==> src/rtl/one_bit_fsm_dec.sv <==
// -----------------------------------------------------------------------------
// one_bit_fsm_dec
// Control FSM for the bit-serial authenticated decryption datapath. Sequences
// the init, associated-data, ciphertext and finalisation phases, kicks the
// permutation, and (optionally) performs a 128-cycle bit-serial tag check.
//
// Ports:
//   clk                input  rising-edge clock
//   rst                input  asynchronous active-high reset
//   start_decryption   input  start request, honoured only in IDLE
//   iteration_done     input  round counter completion flag
//   count_done         input  bit counter completion flag
//   tag_bit_eq         input  computed tag bit == received tag bit (TAG_CHK)
//   state_sel_padding  output [2:0] datapath state-mux select
//   start_permutation  output permutation kick
//   rst_d_counter      output active-low datapath counter reset
//   iteration          output [3:0] round count for the current phase
//   decryption_done    output one-cycle completion pulse
//   auth_fail          output registered tag mismatch flag
//
// Configuration macro:
//   DEC_TAG_CHECK_EN   defined: TAG_CHK state, tag counter and auth_fail active
//                      undefined: F_F advance ends the operation, auth_fail = 0
// -----------------------------------------------------------------------------
module one_bit_fsm_dec (
  input  logic       clk,
  input  logic       rst,
  input  logic       start_decryption,
  input  logic       iteration_done,
  input  logic       count_done,
  input  logic       tag_bit_eq,
  output logic [2:0] state_sel_padding,
  output logic       start_permutation,
  output logic       rst_d_counter,
  output logic [3:0] iteration,
  output logic       decryption_done,
  output logic       auth_fail
);

  localparam logic [3:0] IDLE    = 4'd0;
  localparam logic [3:0] S_I     = 4'd1;
  localparam logic [3:0] F_I     = 4'd2;
  localparam logic [3:0] S_A     = 4'd3;
  localparam logic [3:0] F_A     = 4'd4;
  localparam logic [3:0] S_C     = 4'd5;
  localparam logic [3:0] F_C     = 4'd6;
  localparam logic [3:0] FINAL   = 4'd7;
  localparam logic [3:0] F_F     = 4'd8;
  localparam logic [3:0] TAG_CHK = 4'd9;

  logic [3:0] r_state;
  logic [3:0] w_next_state;
  logic       w_advance;
  logic       w_tag_last;

  assign w_advance = count_done & iteration_done;

`ifdef DEC_TAG_CHECK_EN
  logic [6:0] r_tag_cnt;
  logic       r_mismatch;
  logic       r_auth_fail;

  assign w_tag_last = (r_tag_cnt == 7'd127);
  assign auth_fail  = r_auth_fail;
`else
  logic w_unused_tag;

  assign w_tag_last   = 1'b0;
  assign w_unused_tag = tag_bit_eq;
  assign auth_fail    = 1'b0;
`endif

  // Next state and strobes. Phases occupy consecutive codes, so a phase
  // advance is simply r_state + 1.
  always_comb begin
    w_next_state      = r_state;
    start_permutation = 1'b0;
    rst_d_counter     = 1'b1;
    decryption_done   = 1'b0;
    if (rst) begin
      w_next_state = IDLE;
    end else begin
      case (r_state)
        IDLE: begin
          if (start_decryption) begin
            w_next_state      = S_I;
            start_permutation = 1'b1;
            rst_d_counter     = 1'b0;
          end
        end
        S_I, F_I, S_A, F_A, S_C, F_C, FINAL: begin
          if (w_advance) begin
            w_next_state  = r_state + 4'd1;
            rst_d_counter = 1'b0;
          end
        end
        F_F: begin
          start_permutation = 1'b1;
          if (w_advance) begin
            rst_d_counter = 1'b0;
`ifdef DEC_TAG_CHECK_EN
            w_next_state  = TAG_CHK;
`else
            w_next_state    = IDLE;
            decryption_done = 1'b1;
`endif
          end
        end
`ifdef DEC_TAG_CHECK_EN
        TAG_CHK: begin
          if (w_tag_last) begin
            w_next_state    = IDLE;
            decryption_done = 1'b1;
          end
        end
`endif
        default: w_next_state = IDLE;
      endcase
    end
  end

  // Select and round count are decoded from the next state: in a holding
  // cycle that is the current state, in an advancing cycle it gives the
  // look-ahead values, and unused codes decode as IDLE.
  always_comb begin
    state_sel_padding = 3'b000;
    iteration         = 4'd11;
    case (w_next_state)
      F_I:     begin state_sel_padding = 3'b001; iteration = 4'd1; end
      S_A:     begin state_sel_padding = 3'b000; iteration = 4'd5; end
      F_A:     begin state_sel_padding = 3'b011; iteration = 4'd1; end
      S_C:     begin state_sel_padding = 3'b000; iteration = 4'd5; end
      F_C:     begin state_sel_padding = 3'b100; iteration = 4'd1; end
      F_F:     begin state_sel_padding = 3'b111; iteration = 4'd1; end
      default: begin state_sel_padding = 3'b000; iteration = 4'd11; end
    endcase
  end

  always_ff @(posedge clk or posedge rst) begin
    if (rst) begin
      r_state <= IDLE;
    end else begin
      r_state <= w_next_state;
    end
  end

`ifdef DEC_TAG_CHECK_EN
  always_ff @(posedge clk or posedge rst) begin
    if (rst) begin
      r_tag_cnt   <= '0;
      r_mismatch  <= 1'b0;
      r_auth_fail <= 1'b0;
    end else begin
      if (r_state == IDLE && start_decryption) begin
        r_auth_fail <= 1'b0;
      end
      if (r_state == F_F && w_advance) begin
        r_tag_cnt  <= '0;
        r_mismatch <= 1'b0;
      end
      if (r_state == TAG_CHK) begin
        r_tag_cnt <= r_tag_cnt + 7'd1;
        if (!tag_bit_eq) begin
          r_mismatch <= 1'b1;
        end
        // Final bit is folded in directly since the latch has not seen it yet.
        if (w_tag_last) begin
          r_auth_fail <= r_mismatch | ~tag_bit_eq;
        end
      end
    end
  end
`endif

endmodule

==> config.mk <==
export PLATFORM = sky130hd
export DESIGN_NAME = one_bit_fsm_dec
export DESIGN_NICKNAME = d
export VERILOG_FILES = /design/src/rtl/one_bit_fsm_dec.sv
export SDC_FILE = /design/constraint.sdc
export NUM_CORES = 1
export LEC_CHECK = 0
export ABC_AREA = 1
export CORE_MARGIN = 1
export CORE_UTILIZATION = 35
export DETAILED_ROUTE_END_ITERATION = 7
export HOLD_SLACK_MARGIN = 0.03
export SETUP_SLACK_MARGIN = 0.4
export SKIP_LAST_GASP = 1
export SYNTH_ARGS = -nofsm -noshare
export SYNTH_HDL_FRONTEND = slang
export SYNTH_SLANG_ARGS = --single-unit
export TNS_END_PERCENT = 1
==> constraint.sdc <==
create_clock -name clk -period 2.25 [get_ports clk]
set_clock_uncertainty 0.05 [all_clocks]
set_input_delay 0.45 -clock clk [delete_from_list [all_inputs] [get_ports clk]]
set_output_delay 0.45 -clock clk [all_outputs]
set_load 0.05 [all_outputs]
==> impl_metrics.tcl, run 1 <==
set metrics [dict create \
    gp_congestion 0.810 \
    cts_tree "yes" \
    wl_per_cell_um 10.7 \
    grt_max_degree 7 \
    peakVddDrop_mv 0.264 \
    cts_made_buffers 3 \
    grt_pass1_wl_mm 2.78 \
    met1_usage 0.235 \
    core_area_um2 1710 \
    dieHeight_um 44.7 \
    ant_nets 0 \
    place_area_um2 1060 \
    setup_ws_ns -0.207 \
    cp.arrival_ns 1.96 \
    grt_overflow_total 0 \
    top_usage_layer "met2" \
    drcViolationCount 0 \
    top_level_ports 17 \
    regMostFlops "r_state" \
    synthCells 82 \
    synth_nets 93 \
    n_antenna_cell 0 \
    maxSlewViolCount 0 \
    finalHoldViolations 0 \
    gr-usage-met2 0.324 \
    place_hpwl_mm 1.21 \
    power_density_nw_per_um2 351 \
    rsz0062_at_grt "yes" \
    viasPerCell 4.64 \
    violations "setup timing" \
    hp-class "input pin to asynchronous set/reset pin" \
    mostFrequentLayoutCells "15 x buf_4, 9 x buf_12, 7 x nand2_4" \
    ys_types 26 \
    synth_top_cell_by_area "dfrtp_1" \
    use_met3 0.0286 \
    ys_ff_latch 4 \
    drt-initial-drc-count 8 \
    initial_core_util 0.373 \
    clockBufferDepth 2 \
    clkSinkCount 4 \
    crit_type "flip-flop to primary output" \
    period_minus_slack_ns 2.46 \
    largest_reg_flops 4 \
    clk_latency_ns 0.23 \
    portBuffers 13 \
    fp.dieW_um 44.7 \
    critPathLaunchType "flip-flop" \
    routed_wl_mm 1.47 \
    dr.pass1.iters 4 \
    fin_area_um2 1160 \
    setup.worst_path.end_class "primary output" \
    synth_warnings 0 \
    hold_slack_ns 0.622 \
    status "finished with violations" \
    area_growth_pct 82.1 \
    clock-root-buffer "clkbuf_4" \
    setup_violations 7 \
    track_usage 0.194 \
    critical_path_required_ns 1.75 \
    final_common_cell "buf_4" \
    reg.largest.list "r_state (4)" \
    antenna_found_initial 0 \
    cts_max_level 1 \
    fillCellCount 153 \
    dp.cells 130 \
    max_freq_mhz 407 \
    yosysSeqAreaShare 0.157 \
    placementRows 15 \
    drive_above_1_share 0.696 \
    num-nets-final 125 \
    synth_top_area_frac 0.157 \
    critPathMaxFanout 4 \
    dieArea_um2 1990 \
    dp_slack_ns -0.423 \
    cts.clk_slew.worst_paths_ns 0.04 \
    dr_total_vias 635 \
    final_cells 137 \
    p_leak_nw 0.535 \
    first_global_vias 635 \
    period_share 1.09 \
    synth.avg_cell_area_um2 7.77 \
    cap_violations 0 \
    syn_area_um2 637 \
    cts_hold_buffers 0 \
    synth_area_leaders "dfrtp_1 16%, nand3_2 11%, ha_1 9.8%, nand2_2 7.9%, nor2_4 7.1%" \
]
==> kinds of logic after synthesis <==
group / share of synthesized area
DFF: 0.157
adders and majority gates: 0.0982
AOI/OAI and AO/OA: 0.0707
buffers and inverters: 0.132
and+or+nand+nor: 0.530
other: 0.0118
==> path summary, 6_finish.rpt <==
kind / startpoint / depth (start not counted) / endpoint / slack [ns]
min in group clk: r_state[3] / 3 / r_state[3] / 0.74
max reg2reg: r_state[0] / 8 / r_state[1] / 0.67
min: rst / 3 / r_state[3] / 0.62
max in group asynchronous: rst / 3 / r_state[1] / 1.40
max: r_state[0] / 11 / iteration[1] / -0.21
min reg2reg: r_state[3] / 3 / r_state[3] / 0.74
==> Yosys cell counts <==
cell type and count:
a211oi_1 1, a21oi_1 1, a21oi_2 1, a22oi_1 1
buf_4 3, bufinv_8 1, conb_1 2, dfrtp_1 4
ha_1 5, inv_1 8, inv_2 2, inv_4 1
nand2_1 10, nand2_2 8, nand2_4 2, nand3_1 6
nand3_2 7, nand3_4 1, nand3b_1 1, nand4_1 3
nor2_1 4, nor2_2 3, nor2_4 4, nor3_1 1
o211ai_1 1, o21ai_2 1
==> final cells by class <==
type / instances / area (um^2) / area share
inverter: 12 / 66.3 / 0.0572
multi-input combinational: 63 / 584 / 0.504
sequential: 4 / 103 / 0.0885
timing repair buffer: 30 / 353 / 0.304
tap: 25 / 31.3 / 0.0270
clock buffer: 3 / 22.5 / 0.0194
==> timing repair <==
item,in CTS,in global routing
setup buffers,4,0
endpoints found under the setup margin,9,9
gates resized for setup,10,5
pin swaps,9,8
==> worst max-delay path, cell delays in order, from the launching register on <==
cell	delay, ns
dfrtp_2	0.46
ha_4	0.19
nor2_4	0.12
nand3_4	0.11
nand4_1	0.10
nand3_2	0.11
nand2_4	0.12
inv_4	0.06
nand2_4	0.07
nand2_2	0.06
nor2_4	0.16
buf_12	0.15
==> where the power goes <==
group | total [mW] | leakage [nW] | switching, mW | internal [mW]
Clock | 0.0868 | 0.0138 | 0.0273 | 0.0595
Sequential | 0.0851 | 0.0517 | 0.00861 | 0.0765
Combinational | 0.236 | 0.469 | 0.129 | 0.107
==> through the flow <==
step / setup TNS, ns / utilization / power [mW]
floorplan: -0.237 / - / 0.221
global placement: -2.05 / 0.623 / 0.300
detailed placement: -2.14 / 0.623 / 0.303
CTS: -1.24 / 0.672 / 0.410
global route: -1.86 / 0.679 / 0.438
finish: -1.16 / 0.679 / 0.408
==> layer usage <==
metal	wire (um)	vias to the layer above
met5	0	-
met4	17	0
met3	28	2
met2	788	10
met1	637	299
li1	-	324
Note: power is estimated with default switching activity, not from simulation.
==> run 2: changes to the inputs <==
- CAP_MARGIN: unset -> 20
==> results of run 2 <==
Final layout, timing and power as in run 1 (identical DEF).
==> run 3: changes to the inputs <==
- RECOVER_POWER: unset -> 25
- clock period: 2.25 -> 3 ns (I/O delays scaled with it)
==> run 3 against run 2 <==
Against the previous run: the flow now finishes without violations; wire length is 5.2% higher; setup slack better by 0.50 ns; register-to-register slack improved by 0.85 ns; critical path depth is 2 lower; sequential share of layout area grew 0.82 points; clock power down 23%; die area is the same; critical path type is now input pin to primary output; critical endpoint is now iteration[3]; highest routed layer is now met3.
==> impl_metrics.tcl, run 3 (synthesis gave the netlist of run 1 again) <==
set metrics [dict create \
    cts_max_level 1 \
    dp.cells 121 \
    place_hpwl_mm 1.15 \
    crit_buf_inv 4 \
    num-nets-final 118 \
    fin_setup_tns_ns 0 \
    drive_above_1_share 0.657 \
    maxSlewViolCount 0 \
    p_leak_nw 0.471 \
    finalHoldViolations 0 \
    max_freq_mhz 369 \
    grt_overflow_total 0 \
    power_density_nw_per_um2 273 \
    track_usage 0.192 \
    critPathLaunchType "input pin" \
    n_antenna_cell 0 \
    grt_max_degree 7 \
    cts_tree "yes" \
    dr_total_vias 608 \
    slowest_delay_ns 0.33 \
    status "completed" \
    hold_depth 3 \
    dieHeight_um 44.7 \
    peakVddDrop_mv 0.195 \
    rsz0062_at_grt "yes" \
    r2r_start "r_state[1]" \
    portBuffers 13 \
    first_global_vias 626 \
    multiInputGateArea_um2 558 \
    fp.dieW_um 44.7 \
    critical_path_required_ns 2.35 \
    dr.pass1.iters 4 \
    critPathMaxFanout 6 \
    crit_path_top_delay_cell "clkinvlp_2" \
    clk_latency_ns 0.23 \
    ant_nets 0 \
    core_area_um2 1710 \
    dieArea_um2 1990 \
    fillCellCount 163 \
    crit_type "input pin to primary output" \
    wl_per_cell_um 11.9 \
    cts_made_buffers 3 \
    cap_violations 0 \
    worstHoldStart "r_state[3]" \
    mostFrequentLayoutCells "9 x nand2_4, 9 x buf_12, 8 x buf_4" \
    period_minus_slack_ns 2.71 \
    clock-root-buffer "clkbuf_4" \
    antenna_found_initial 0 \
    cts.clk_slew.worst_paths_ns 0.04 \
    crit_family "buffers and inverters" \
    drt-initial-drc-count 10 \
    r2r-end "r_state[1]" \
    setup_violations 0 \
    cp.arrival_ns 2.06 \
    post-route-util 0.621 \
    rr_worst_depth 8 \
    reg.largest.list "r_state (4)" \
    cts_hold_buffers 0 \
    path_cells "dlygate4sd2_1, clkinvlp_2, clkbuf_1, nand2_1, nor2_2, nand3_4, nand2_4, nor2_4, buf_12" \
    largest_reg_flops 4 \
    clkSinkCount 4 \
    regArea_um2 103 \
    viasPerCell 4.68 \
    grt_pass1_wl_mm 2.75 \
    placementRows 15 \
    hold_end "r_state[2]" \
    regMostFlops "r_state" \
    routed_wl_mm 1.55 \
    hp-class "flip-flop to flip-flop" \
    drcViolationCount 0 \
    final_cells 130 \
    top_level_ports 17 \
    r2r_slack_ns 1.52 \
    initial_core_util 0.373 \
    clockBufferDepth 2 \
    area_growth_pct 66.6 \
    period_share 0.903 \
    setup.worst_path.end_class "primary output" \
    gp_congestion 0.766 \
]
[run 3: changes by cell type in the layout (fill, tap and decap cells not counted), moves of 2 or more]
cell and change:
buf_4 -7, clkdlybuf4s15_2 +2, clkdlybuf4s50_1 -2, inv_2 +2
nand2_2 -2, nand2_4 +2, nor2_1 +2, nor2_2 -2
[run 3: power breakdown]
part | switching, mW | internal [mW]
Combinational | 0.0927 | 0.0665
Sequential | 0.00678 | 0.0573
Clock | 0.0220 | 0.0448
[run 3: worst min-delay path, delay by kind of cell (launching register included)]
family | cells | cell delay, ns
flops | 1 | 0.41
buf+inv | 1 | 0.11
simple gates | 2 | 0.19
[run 3: cell type report]
class / instances / share of cell area
multi-input combinational: 63 / 0.526
timing repair buffer: 23 / 0.278
sequential: 4 / 0.0967
inverter: 12 / 0.0483
tap: 25 / 0.0295
clock buffer: 3 / 0.0212
[run 3: per-stage QoR]
stage / instance area (um^2) / setup WS (ns) / hold slack [ns] / power [mW]
floorplan: 656 / 0.307 / 0.429 / 0.150
global placement: 911 / 0.0452 / 0.690 / 0.191
detailed placement: 911 / 0.0142 / 0.698 / 0.194
CTS: 1080 / 0.358 / 0.592 / 0.295
global route: 1060 / 0.193 / 0.721 / 0.314
finish: 1060 / 0.291 / 0.711 / 0.290
[run 3: worst max path at each step]
stage,from,to,slack (ns),cells after the start
finish,rst,iteration[3],0.29,9
global route,rst,iteration[3],0.19,9
CTS,r_state[1],iteration[3],0.36,11
detailed placement,count_done,iteration[3],0.01,10
global placement,count_done,iteration[1],0.05,10
floorplan,count_done,iteration[3],0.31,9
[run 3: what timing repair did]
item,CTS,global route
setup endpoints to repair,7,7
buffers inserted,6,0
resized for setup,35,0
pin swaps,9,0
[run 3: routing by layer]
| layer | global-route usage | part of all wire |
|---|---|---|
| met1 | 0.223 | 0.41 |
| met2 | 0.344 | 0.57 |
| met3 | 0.0245 | 0.014 |
| met4 | 0.0909 | 0 |
| met5 | 0 | 0 |
